[src/rtl/fc_pkg.sv]
// Shared types and constants for the fully-connected classifier sequencer.
package fc_pkg;

   localparam int unsigned NUM_CLASSES = 4;

   typedef logic [1:0]       class_t;
   typedef logic [7:0]       score_t;
   typedef logic [63:0]      weight_t;
   typedef logic [3:0][7:0]  pixels_t;

   typedef enum logic [1:0] {
      StIdle,
      StIssue,
      StDrain,
      StDone
   } fc_state_e;

endpackage

[src/rtl/fc_argmax_acc.sv]
// Running arg-max over tagged scores; strict greater-than keeps the lowest index on ties.
module fc_argmax_acc
   import fc_pkg::*;
(
   input  logic   clk,
   input  logic   rst_n,
   input  logic   clear,
   input  logic   valid,
   input  class_t tag,
   input  score_t score,
   output class_t best_id,
   output score_t best_score
);

   logic   r_have;
   class_t r_best_id;
   score_t r_best_score;
   logic   w_take;

   // First capture after a clear is taken unconditionally so all-zero scores still win.
   assign w_take = valid && (!r_have || (score > r_best_score));

   always_ff @(posedge clk or negedge rst_n) begin
      if (!rst_n) begin
         r_have       <= 1'b0;
         r_best_id    <= '0;
         r_best_score <= '0;
      end else if (clear) begin
         r_have       <= 1'b0;
         r_best_id    <= '0;
         r_best_score <= '0;
      end else if (w_take) begin
         r_have       <= 1'b1;
         r_best_id    <= tag;
         r_best_score <= score;
      end
   end

   assign best_id    = r_best_id;
   assign best_score = r_best_score;

endmodule

[src/rtl/fc_sequencer.sv]
// Issues one weight word per class to an external FCNeuron and picks the highest-scoring class.
module fc_sequencer
   import fc_pkg::*;
#(
   parameter int unsigned NUM_CLASSES = fc_pkg::NUM_CLASSES,
   parameter int unsigned NRN_LAT     = 1
) (
   input  logic    clk,
   input  logic    rst_n,
   input  logic    cfg_we,
   input  class_t  cfg_addr,
   input  weight_t cfg_wdata,
   input  logic    start,
   input  pixels_t pixels_in,
   output logic    nrn_valid,
   output weight_t nrn_weight,
   output pixels_t nrn_pixels,
   input  score_t  nrn_result,
   output logic    busy,
   output logic    done,
   output class_t  class_id,
   output score_t  class_score
);

   localparam class_t LastClass = class_t'(NUM_CLASSES - 1);

   fc_state_e          r_state;
   weight_t            r_bank [NUM_CLASSES];
   class_t             r_issue_idx;
   logic [2:0]         r_drain_cnt;
   logic               r_nrn_valid;
   weight_t            r_nrn_weight;
   pixels_t            r_pixels;
   logic               r_busy;
   logic               r_done;
   class_t             r_class_id;
   score_t             r_class_score;
   logic [NRN_LAT-1:0] r_tag_vld;
   class_t             r_tag_id [NRN_LAT];

   logic               w_accept;
   class_t             w_next_idx;
   class_t             w_best_id;
   score_t             w_best_score;

   assign w_accept   = (r_state == StIdle) && start;
   assign w_next_idx = r_issue_idx + 2'd1;

   always_ff @(posedge clk or negedge rst_n) begin
      if (!rst_n) begin
         for (int i = 0; i < NUM_CLASSES; i++) r_bank[i] <= '0;
      end else if (cfg_we && (r_state == StIdle)) begin
         r_bank[cfg_addr] <= cfg_wdata;
      end
   end

   always_ff @(posedge clk or negedge rst_n) begin
      if (!rst_n) begin
         r_state       <= StIdle;
         r_issue_idx   <= '0;
         r_drain_cnt   <= '0;
         r_nrn_valid   <= 1'b0;
         r_nrn_weight  <= '0;
         r_pixels      <= '0;
         r_busy        <= 1'b0;
         r_done        <= 1'b0;
         r_class_id    <= '0;
         r_class_score <= '0;
      end else begin
         unique case (r_state)
            StIdle: begin
               if (start) begin
                  r_state      <= StIssue;
                  r_pixels     <= pixels_in;
                  r_issue_idx  <= '0;
                  r_nrn_valid  <= 1'b1;
                  r_nrn_weight <= r_bank[0];
                  r_busy       <= 1'b1;
               end
            end
            StIssue: begin
               if (r_issue_idx == LastClass) begin
                  r_state      <= StDrain;
                  r_nrn_valid  <= 1'b0;
                  r_nrn_weight <= '0;
                  r_drain_cnt  <= '0;
               end else begin
                  r_issue_idx  <= w_next_idx;
                  r_nrn_weight <= r_bank[w_next_idx];
               end
            end
            StDrain: begin
               if (r_drain_cnt == 3'(NRN_LAT - 1)) begin
                  r_state <= StDone;
                  r_done  <= 1'b1;
               end else begin
                  r_drain_cnt <= r_drain_cnt + 3'd1;
               end
            end
            StDone: begin
               r_state       <= StIdle;
               r_done        <= 1'b0;
               r_busy        <= 1'b0;
               r_class_id    <= w_best_id;
               r_class_score <= w_best_score;
            end
            default: r_state <= StIdle;
         endcase
      end
   end

   // Stage NRN_LAT-1 lines up with the cycle nrn_result belongs to the tagged class.
   always_ff @(posedge clk or negedge rst_n) begin
      if (!rst_n) begin
         r_tag_vld <= '0;
         for (int i = 0; i < NRN_LAT; i++) r_tag_id[i] <= '0;
      end else begin
         r_tag_vld[0] <= r_nrn_valid;
         r_tag_id[0]  <= r_issue_idx;
         for (int i = 1; i < NRN_LAT; i++) begin
            r_tag_vld[i] <= r_tag_vld[i-1];
            r_tag_id[i]  <= r_tag_id[i-1];
         end
      end
   end

   fc_argmax_acc u_argmax (
      .clk        (clk),
      .rst_n      (rst_n),
      .clear      (w_accept),
      .valid      (r_tag_vld[NRN_LAT-1]),
      .tag        (r_tag_id[NRN_LAT-1]),
      .score      (nrn_result),
      .best_id    (w_best_id),
      .best_score (w_best_score)
   );

   assign nrn_valid   = r_nrn_valid;
   assign nrn_weight  = r_nrn_weight;
   assign nrn_pixels  = r_pixels;
   assign busy        = r_busy;
   assign done        = r_done;
   // The accumulator is final during DONE; afterwards the held copy is presented.
   assign class_id    = r_done ? w_best_id : r_class_id;
   assign class_score = r_done ? w_best_score : r_class_score;

endmodule

[config.mk]
export PLATFORM = sky130hd
export DESIGN_NAME = fc_sequencer
export DESIGN_NICKNAME = d
export VERILOG_FILES = /design/src/rtl/fc_pkg.sv /design/src/rtl/fc_argmax_acc.sv /design/src/rtl/fc_sequencer.sv
export SDC_FILE = /design/constraint.sdc
export NUM_CORES = 1
export LEC_CHECK = 0
export CAP_MARGIN = 20
export CELL_PAD_IN_SITES_DETAIL_PLACEMENT = 1
export CELL_PAD_IN_SITES_GLOBAL_PLACEMENT = 2
export CORE_MARGIN = 2
export CORE_UTILIZATION = 23
export DETAILED_ROUTE_END_ITERATION = 7
export DONT_BUFFER_PORTS = 1
export PLACE_DENSITY_LB_ADDON = 0.1
export SLEW_MARGIN = 20
export SYNTH_ARGS = -nofsm -noshare
export SYNTH_HDL_FRONTEND = slang
export SYNTH_SLANG_ARGS = --single-unit
[constraint.sdc]
create_clock -name clk -period 2.6 [get_ports clk]
set_clock_uncertainty 0.05 [all_clocks]
set_input_delay 0.39 -clock clk [delete_from_list [all_inputs] [get_ports clk]]
set_output_delay 0.39 -clock clk [all_outputs]
set_load 0.01 [all_outputs]
==> summary.md, run 1 <==
| Metric | Value |
|---|---|
| CTS tree | `done` |
| Pleak | `9.09 nW` |
| Async set or reset register ratio after synthesis | `1.00` |
| Hold-fix buffers, CTS | `105` |
| First-pass GRT wire length | `77700 microns` |
| Clk root buf | `clkbuf_16` |
| Final WL | `51100 microns` |
| Post-synth EDFFs | `0` |
| Worst hold path class | `in2async` |
| H-tree levels | `2` |
| RSZ-0062 raised after global routing | `false` |
| Final hold violation count | `386` |
| Startpoint types | `register` |
| Placed cell area | `18400 sq um` |
| Critical Path Sink Type | `register` |
| GRT overflow | `0` |
| Largest net degree at the start of global routing | `387` |
| Die height | `276 microns` |
| Number of synthesized register bits | `386` |
| Maxcap violations | `0` |
| Most used cell along the critical path | `inv_1` |
| Buf+Inv Stages, Crit Path | `3` |
| Total number of vias | `10210` |
| Final TNS setup | `0 ns` |
| DRC Markers | `0` |
| Mapped Cells | `1158` |
| Seq/Total Area, Yosys | `0.569` |
| Kind of critical path | `reg2reg` |
| Post-DP HPWL | `31200 microns` |
| Die Area | `75900 sq um` |
| Post-route ant nets | `0` |
| Clock transition at path regs | `0.06 ns` |
| CP Depth | `7` |
| Ratio of final minimum period to clock period | `0.881` |
| Final Max Tran Viols | `177` |
| Core box area | `73000 sq um` |
| Critical-path cell list | `inv_1, ha_1, nor2b_1, nor2b_4, buf_4, a222oi_1, inv_1` |
| GR Util All Layers | `0.137` |
| Initial core utilization | `0.233` |
| Ys Warns | `0` |
| Critical Path AT | `2.70 ns` |
| Synth Flop Type | `dfrtp_1` |
| Fmax achieved | `437 MHz` |
| Drt first-iter violations | `498` |
| Worst-margin pin slew | `1.99 ns` |
| Mapped Nets | `1284` |
| Inserted Clock Buffers | `49` |
| Clock buffer depth | `3` |
| CP max-delay cell | `nor2b_1` |
| Ports | `219` |
| Drt pass-1 iters | `7` |
| Reg2reg path depth | `7` |
| Placed cells | `2088` |
| Fin area | `21100 sq um` |
| Fraction of layout cells with a size suffix above 1 | `0.380` |
| Post-CTS Setup Repair Bufs | `0` |
| CP top delay family | `simple AND/OR/NAND/NOR gates` |
| P&R area growth vs syn | `24.1%` |
| Clock Sinks | `386` |
| Slew headroom | `-0.328` |
| Initial antenna violation count | `2` |
| # rows | `99` |
| Max incr delay on CP | `0.43 ns` |
| Minimum clock period | `2.29 ns` |
| Avg Cell Area, Syn | `14.6 sq um` |
| Worst skew pair latency | `0.59 ns` |
| Violated checks | `negative hold slack, max-slew violations` |
| Layout Cells excl Fill | `2283` |
| Port buffer count | `0` |
| Mapped Area | `17000 sq um` |
| Wire length per cell | `22.4 microns` |
| Status | `finished, violations left` |
| Vias in the first global route | `11543` |
| Gp weighted congestion | `0.709` |
| Max IR drop VDD | `0.000528 V` |
| # setup viols final | `0` |
| PD cells | `1330 nW/um^2` |
| CP Max Fanout | `15` |
| Synth unique cells | `37` |
| # nets final | `1411` |
| Die width | `276 microns` |
| Post-CTS sizing | `0` |
| Worst path required time | `3.01 ns` |
| Via density per instance | `4.47` |
| Final hold slack | `-0.550 ns` |
[synthesized netlist by cell type (12+ instances only)]
cell	count	share of area
mux2i_1	15	0.0089
mux2_2	304	0.20
buf_6	12	0.0080
nor2b_1	36	0.013
dfrtp_1	386	0.57
o21ai_0	30	0.0089
clkbuf_1	15	0.0033
nand2_1	61	0.013
a222oi_1	34	0.020
mux4_2	64	0.085
buf_2	44	0.013
inv_1	50	0.011
a21oi_1	36	0.011
ha_1	16	0.012
[state kept, by name (all words and copies together) (netlist names), 3 cells and up]
| register | cells |
|---|---|
| r_bank | 256 |
| nrn_weight | 64 |
| u_argmax.best_score | 8 |
| nrn_pixels | 32 |
| r_drain_cnt | 3 |
| r_class_score | 8 |
[cells by family after synthesis]
kind of cell             after synthesis  synth area share
AO/OA/AOI/OAI                        125            0.0496
adder cells (fa/ha/maj)               16            0.0118
buffers and inverters                127            0.0375
flip-flops                           386             0.569
multiplexers                         387             0.298
AND/OR/NAND/NOR                      117            0.0334
[path summary, 6_finish.rpt]
check	slack (ns)	end	from
worst max-delay path	0.31	nrn_weight[17]	r_state[1]
worst min-delay path	-0.55	u_argmax.best_score[1]	rst_n
worst max register to register	0.31	nrn_weight[17]	r_state[1]
worst min register to register	0.45	r_bank[42]	r_bank[42]
max in group asynchronous	1.46	nrn_weight[16]	rst_n
min in group clk	0.08	nrn_valid	start
[per-stage QoR]
stage | utilization | total power, mW | setup WS [ns]
2_1_floorplan | - | 17.9 | 0.669
3_3_place_gp | 0.252 | 21.0 | 0.365
3_5_place_dp | 0.252 | 21.3 | 0.304
4_1_cts | 0.288 | 28.6 | 0.219
5_1_grt | 0.289 | 29.9 | 0.0993
6_report | 0.289 | 27.9 | 0.310
[power breakdown]
group | total [mW] | internal [mW] | switching [mW]
clock network | 6.98 | 4.24 | 2.73
logic | 9.82 | 5.40 | 4.42
registers | 11.1 | 8.91 | 2.23
[final cells by class]
type	count	area [sq um]
clock inverters	12	141
inverters	50	188
diodes	1	2.50
repair buffers	153	1620
well taps	959	1200
flip-flops and latches	386	9660
fillers	7677	51900
clock buffers	77	1500
multi-input cells	645	6730
[layout by cell type, fill, tap and decap left out, types with 2 or more instances in the layout]
cell           instances
dfrtp_1              385
mux2_2               304
dlygate4sd3_1        105
mux4_2                64
nand2_1               59
clkbuf_16             51
inv_1                 50
a21oi_1               36
nor2b_1               34
a222oi_1              34
buf_4                 31
o21ai_0               30
buf_12                17
mux2i_1               14
ha_1                  14
clkbuf_8              13
clkbuf_1              13
o21ai_1               10
nor2_1                 7
clkinv_2               7
nand3_1                4
mux2_1                 4
nand4_1                3
a22oi_1                3
bufinv_16              3
nor2b_4                2
nand2b_1               2
o21a_1                 2
[routing by layer]
layer | up-vias | routed length (microns) | track usage
met5 | - | 13 | 0
met4 | 2 | 1130 | 0.0363
met3 | 65 | 2530 | 0.0329
met2 | 172 | 24900 | 0.228
met1 | 5468 | 22500 | 0.177
li1 | 4503 | - | -
Note: power is estimated with default switching activity, not from simulation.
==> inputs of run 2 (changes only) <==
- clock period: 2.6 -> 2.9 ns (I/O delays scaled with it)
==> run 2 against run 1 <==
Net effect:
- the flow finishes with violations (negative hold slack)
- worst hold slack improved by 0.065 ns
- critical endpoint is now nrn_weight[9]
- highest routed layer unchanged
- largest cell class unchanged
- cell area fell by 1.1%
- wire length fell by 2.8%
- first-iteration DRC count rose by 9.4%
- total power fell by 11%
- register-to-register slack improved by 0.09 ns
==> summary.md, run 2 (same netlist as run 1, synthesis figures left out) <==
| Metric | Value |
|---|---|
| Status | `finished, violations left` |
| Violated checks | `negative hold slack` |
| CP Max Fanout | `43 (+28)` |
| CTS tree | `done` |
| Worst R2R Start | `r_state[1]` |
| Total number of vias | `10174 (-0.35%)` |
| Clk root buf | `clkbuf_16` |
| Via density per instance | `4.50 (+0.53%)` |
| Port buffer count | `0 (unchanged)` |
| Pleak | `8.97 nW (-1.3%)` |
| Placed cell area | `18100 sq um (-1.3%)` |
| Ratio of final minimum period to clock period | `0.862 (-0.0189)` |
| Fmax achieved | `400 MHz (-8.4%)` |
| Die Area | `75900 sq um (unchanged)` |
| Reg with most FFs | `r_bank` |
| Slew headroom | `0.268 (+0.596)` |
| Max IR drop VDD | `0.000580 V (+9.8%)` |
| # nets final | `1390 (-1.5%)` |
| Largest register FFs | `256 (unchanged)` |
| # setup viols final | `0 (unchanged)` |
| Clock Sinks | `386 (unchanged)` |
| Die height | `276 microns (unchanged)` |
| Initial core utilization | `0.233 (unchanged)` |
| Minimum clock period | `2.50 ns (+0.209 ns)` |
| H-tree levels | `2 (unchanged)` |
| Drt first-iter violations | `545 (+9.4%)` |
| GRT overflow | `0 (unchanged)` |
| Final hold violation count | `386 (unchanged)` |
| Post-route ant nets | `0 (unchanged)` |
| Max incr delay on CP | `0.56 ns (+0.13 ns)` |
| Clock buffer depth | `3 (unchanged)` |
| Vias in the first global route | `11333 (-1.8%)` |
| Core box area | `73000 sq um (unchanged)` |
| Reg2reg path depth | `7 (unchanged)` |
| First-pass GRT wire length | `76200 microns (-1.9%)` |
| PD cells | `1200 nW/um^2 (-9.8%)` |
| Final WL | `49700 microns (-2.8%)` |
| Critical-path cell list | `inv_1, ha_2, buf_4, mux2i_4, buf_4, a222oi_1, inv_1` |
| DRC Markers | `0 (unchanged)` |
| Worst-margin pin slew | `1.10 ns (-0.894 ns)` |
| Worst r2r dst | `nrn_weight[9]` |
| Buf+Inv Stages, Crit Path | `4 (+1)` |
| Critical Path Sink Type | `register` |
| Post-CTS Setup Repair Bufs | `0 (unchanged)` |
| R2r setup slk | `0.40 ns (+0.09 ns)` |
| Maxcap violations | `0 (unchanged)` |
| Wire length per cell | `22.0 microns (-1.9%)` |
| Fraction of layout cells with a size suffix above 1 | `0.369 (-0.0108)` |
| Initial antenna violation count | `4 (+2)` |
| Critical Path AT | `2.89 ns (+0.19 ns)` |
| Post-CTS sizing | `0 (unchanged)` |
| Largest net degree at the start of global routing | `387 (unchanged)` |
| Worst hold path class | `in2async` |
| Startpoint types | `register` |
| Final Max Tran Viols | `0 (-100%)` |
| Post-DP HPWL | `28500 microns (-8.6%)` |
| Clock transition at path regs | `0.05 ns (about the same)` |
| Worst path required time | `3.29 ns (+0.28 ns)` |
| RSZ-0062 raised after global routing | `false` |
| Kind of critical path | `reg2reg` |
| Hold-fix buffers, CTS | `104 (-0.95%)` |
| Final hold slack | `-0.485 ns (+0.0651 ns)` |
| CP max-delay cell | `buf_4` |
| GR Util All Layers | `0.133 (-0.00378)` |
| Commonest non-fill, non-tap cell in the layout | `dfrtp_1` |
| Final TNS setup | `0 ns (unchanged)` |
| Gp weighted congestion | `0.706 (-0.34%)` |
| Ports | `219 (unchanged)` |
| Most frequent cells in the layout | `dfrtp_1 (385), mux2_2 (304), dlygate4sd3_1 (104)` |
| Fin area | `20800 sq um (-1.1%)` |
| P&R area growth vs syn | `22.8%` |
| Inserted Clock Buffers | `51 (+4.1%)` |
| Die width | `276 microns (unchanged)` |
| Worst skew pair latency | `0.58 ns (about the same)` |
| # rows | `99 (unchanged)` |
| CP top delay family | `buffers and inverters` |
| Drt pass-1 iters | `8 (+1)` |
## run 2: power by group
part / total (mW) / switching (mW) / internal, mW
clock: 6.32 / 2.43 / 3.89
sequential: 9.97 / 1.98 / 7.99
combinational: 8.64 / 3.89 / 4.74
total: 24.9 / 8.30 / 16.6
## run 2: through the flow
| step | hold WS, ns | setup slack [ns] | util | total power [mW] | std cells |
|---|---|---|---|---|---|
| after global routing | -0.531 | 0.157 | 0.285 | 26.8 | 2263 |
| after global placement | 0.100 | 0.405 | 0.248 | 18.6 | 2065 |
| final | -0.485 | 0.401 | 0.285 | 24.9 | 2263 |
| after CTS | -0.526 | 0.292 | 0.285 | 25.6 | 2261 |
| after floorplan | 0.0894 | 0.969 | - | 16.0 | 1158 |
| after detailed placement | 0.0999 | 0.306 | 0.248 | 18.9 | 2066 |
## run 2: per-layer routing
layer,vias up,track usage,wire length (microns)
met5,-,0,21
met4,4,0.0327,899
met3,64,0.0353,2720
met2,163,0.225,24500
met1,5475,0.169,21500
li1,4468,-,-
## run 2: area by class of cell
| class | instances | area [sq um] |
|---|---|---|
| Fill cell | 7633 | 52100 |
| Sequential cell | 386 | 9660 |
| Multi-Input combinational cell | 645 | 6730 |
| Clock buffer | 82 | 1550 |
| Timing Repair Buffer | 130 | 1370 |
| Tap cell | 959 | 1200 |
| Inverter | 50 | 188 |
| Clock inverter | 9 | 124 |
| Antenna cell | 2 | 5.00 |
## run 2: worst max path at each step
stage                          end        from  cells past startpoint  slack (ns)
floorplan              r_bank[196]  r_state[0]                      7        0.97
CTS                  nrn_weight[9]  r_state[1]                      7        0.29
finish               nrn_weight[9]  r_state[1]                      7        0.40
global route        nrn_weight[19]  r_state[1]                      7        0.16
global placement    nrn_weight[23]  r_state[1]                      7        0.41
detailed placement   nrn_weight[9]  r_state[1]                      7        0.31
==> inputs of run 3 (changes only) <==
- MAX_ROUTING_LAYER: unset -> met4
==> run 3 against run 2 <==
Net effect:
- the flow finishes with violations (negative hold slack, max-slew violations)
- combinational power about the same
- sequential power is essentially flat
- wire length shrank 0.15%
- die area is the same
- worst setup slack improved by 0.0060 ns
- clock power barely moved
- core utilization hardly changed
- critical endpoint unchanged
==> summary.md, run 3 (same netlist as run 1, synthesis figures left out) <==
| Metric | Value |
|---|---|
| Total number of vias | `10171 (-0.029%)` |
| CP top delay family | `buffers and inverters` |
| Startpoint types | `register` |
| Hold-fix buffers, CTS | `104 (unchanged)` |
| Wire length per cell | `21.9 microns (-0.33%)` |
| Drt pass-1 iters | `8 (unchanged)` |
| Minimum clock period | `2.49 ns (-0.00596 ns)` |
| DRC Markers | `0 (unchanged)` |
| CP Depth | `7 (unchanged)` |
| Post-route ant nets | `0 (unchanged)` |
| Fraction of layout cells with a size suffix above 1 | `0.369 (unchanged)` |
| Status | `finished, violations left` |
| Violated checks | `negative hold slack, max-slew violations` |
| Worst-margin pin slew | `1.69 ns (+0.590 ns)` |
| Post-Place Setup Slack | `0.306 ns (unchanged)` |
| # setup viols final | `0 (unchanged)` |
| Crit path launch | `r_state[1]` |
| Die height | `276 microns (unchanged)` |
| Fmax achieved | `401 MHz (+0.24%)` |
| Clock Sinks | `386 (unchanged)` |
| Die Area | `75900 sq um (unchanged)` |
| Vias in the first global route | `11325 (-0.071%)` |
| Clock buffer depth | `3 (unchanged)` |
| PD cells | `1200 nW/um^2 (about the same)` |
| Placed cell area | `18100 sq um (unchanged)` |
| Ports | `219 (unchanged)` |
| Largest net degree at the start of global routing | `387 (unchanged)` |
| Worst hold path class | `in2async` |
| CP Max Fanout | `43 (unchanged)` |
| Kind of critical path | `reg2reg` |
| Setup WS post-layout | `0.407 ns (+0.00595 ns)` |
| Worst skew pair latency | `0.58 ns (about the same)` |
| Die width | `276 microns (unchanged)` |
| Worst r2r dst | `nrn_weight[9]` |
| Worst path required time | `3.29 ns (about the same)` |
| First-pass GRT wire length | `76200 microns (about the same)` |
| Post-CTS Setup Repair Bufs | `0 (unchanged)` |
| P&R area growth vs syn | `22.8% (about the same)` |
| Pleak | `8.97 nW (about the same)` |
| # rows | `99 (unchanged)` |
| Critical-path cell list | `inv_1, ha_2, buf_4, mux2i_4, buf_4, a222oi_1, inv_1` |
| Final hold violation count | `386 (unchanged)` |
| Max IR drop VDD | `0.000584 V (+0.67%)` |
| Post-CTS sizing | `0 (unchanged)` |
| Initial core utilization | `0.233 (unchanged)` |
| Worst R2R Start | `r_state[1]` |
| Fin area | `20800 sq um (about the same)` |
| Commonest non-fill, non-tap cell in the layout | `dfrtp_1` |
| # nets final | `1390 (unchanged)` |
| Critical Path AT | `2.88 ns (about the same)` |
| Clk root buf | `clkbuf_16` |
| R2r setup slk | `0.41 ns (about the same)` |
| H-tree levels | `2 (unchanged)` |
| GRT overflow | `0 (unchanged)` |
| Reg with most FFs | `r_bank` |
| Post-DP HPWL | `28500 microns (unchanged)` |
| Final hold slack | `-0.485 ns (+0.000286 ns)` |
| Gp weighted congestion | `0.714 (+1.1%)` |
| GR Util All Layers | `0.137 (+0.00410)` |
| Drt first-iter violations | `500 (-8.3%)` |
| Final WL | `49600 microns (-0.15%)` |
| Pwr Total | `24.9 mW (about the same)` |
| CP max-delay cell | `buf_4` |
| Critical Path Sink Type | `register` |
| Most frequent cells in the layout | `dfrtp_1 (385), mux2_2 (304), dlygate4sd3_1 (104)` |
| Final Max Tran Viols | `97 (+97)` |
| Filler cells | `7636 (+0.039%)` |
| Via density per instance | `4.49 (-0.21%)` |
| RSZ-0062 raised after global routing | `false` |
| Final TNS setup | `0 ns (unchanged)` |
| Buf+Inv Stages, Crit Path | `4 (unchanged)` |
| Reg2reg path depth | `7 (unchanged)` |
| CTS tree | `done` |
| Core box area | `73000 sq um (unchanged)` |
| Port buffer count | `0 (unchanged)` |
| Clock transition at path regs | `0.05 ns (about the same)` |
| Inserted Clock Buffers | `51 (unchanged)` |
| Maxcap violations | `0 (unchanged)` |
| Crit path capture | `nrn_weight[9]` |
| Max incr delay on CP | `0.56 ns (about the same)` |
| Largest register FFs | `256 (unchanged)` |
| Initial antenna violation count | `6 (+2)` |
| Ratio of final minimum period to clock period | `0.860 (-0.00205)` |
| Slew headroom | `-0.125 (-0.393)` |
run 3: cell count changes in the layout (fill, tap and decap cells not counted), sizes merged:
cell / before / now
diode: 2 / 6
run 3: final cells by class:
cell class	instances	area (sq um)	share of cell area
Sequential cell	386	9660	0.464
Timing Repair Buffer	130	1370	0.0657
Multi-Input combinational cell	645	6730	0.323
Tap cell	959	1200	0.0576
Clock buffer	82	1550	0.0745
Antenna cell	6	15.0	0.000721
Inverter	50	188	0.00901
Clock inverter	9	124	0.00594
run 3: worst min-delay path by stage:
| stage | start | end | slack (ns) | cells after the start |
|---|---|---|---|---|
| 6_report | rst_n | r_issue_idx[1] | -0.49 | 0 |
| 5_1_grt | rst_n | nrn_pixels[17] | -0.53 | 0 |
| 4_1_cts | rst_n | nrn_pixels[24] | -0.53 | 0 |
| 3_5_place_dp | rst_n | nrn_pixels[17] | 0.1 | 0 |
| 3_3_place_gp | rst_n | nrn_pixels[2] | 0.10 | 0 |
| 2_1_floorplan | rst_n | busy | 0.09 | 0 |
run 3: where the power goes:
part / switching [mW] / internal [mW] / total [mW]
Sequential: 1.97 / 7.99 / 9.97
Clock: 2.43 / 3.89 / 6.32
Combinational: 3.90 / 4.74 / 8.65
run 3: through the flow:
step,hold WS (ns),utilization,cells
floorplan,0.0894,-,1158
global placement,0.100,0.248,2065
detailed placement,0.0999,0.248,2066
CTS,-0.526,0.285,2261
global route,-0.531,0.286,2267
finish,-0.485,0.286,2267
run 3: routing by layer:
| metal | track usage | vias to the layer above | share of wire |
|---|---|---|---|
| li1 | - | 4475 | - |
| met1 | 0.170 | 5473 | 0.44 |
| met2 | 0.224 | 162 | 0.49 |
| met3 | 0.0349 | 61 | 0.053 |
| met4 | 0.0327 | 0 | 0.018 |
| met5 | - | - | 0 |
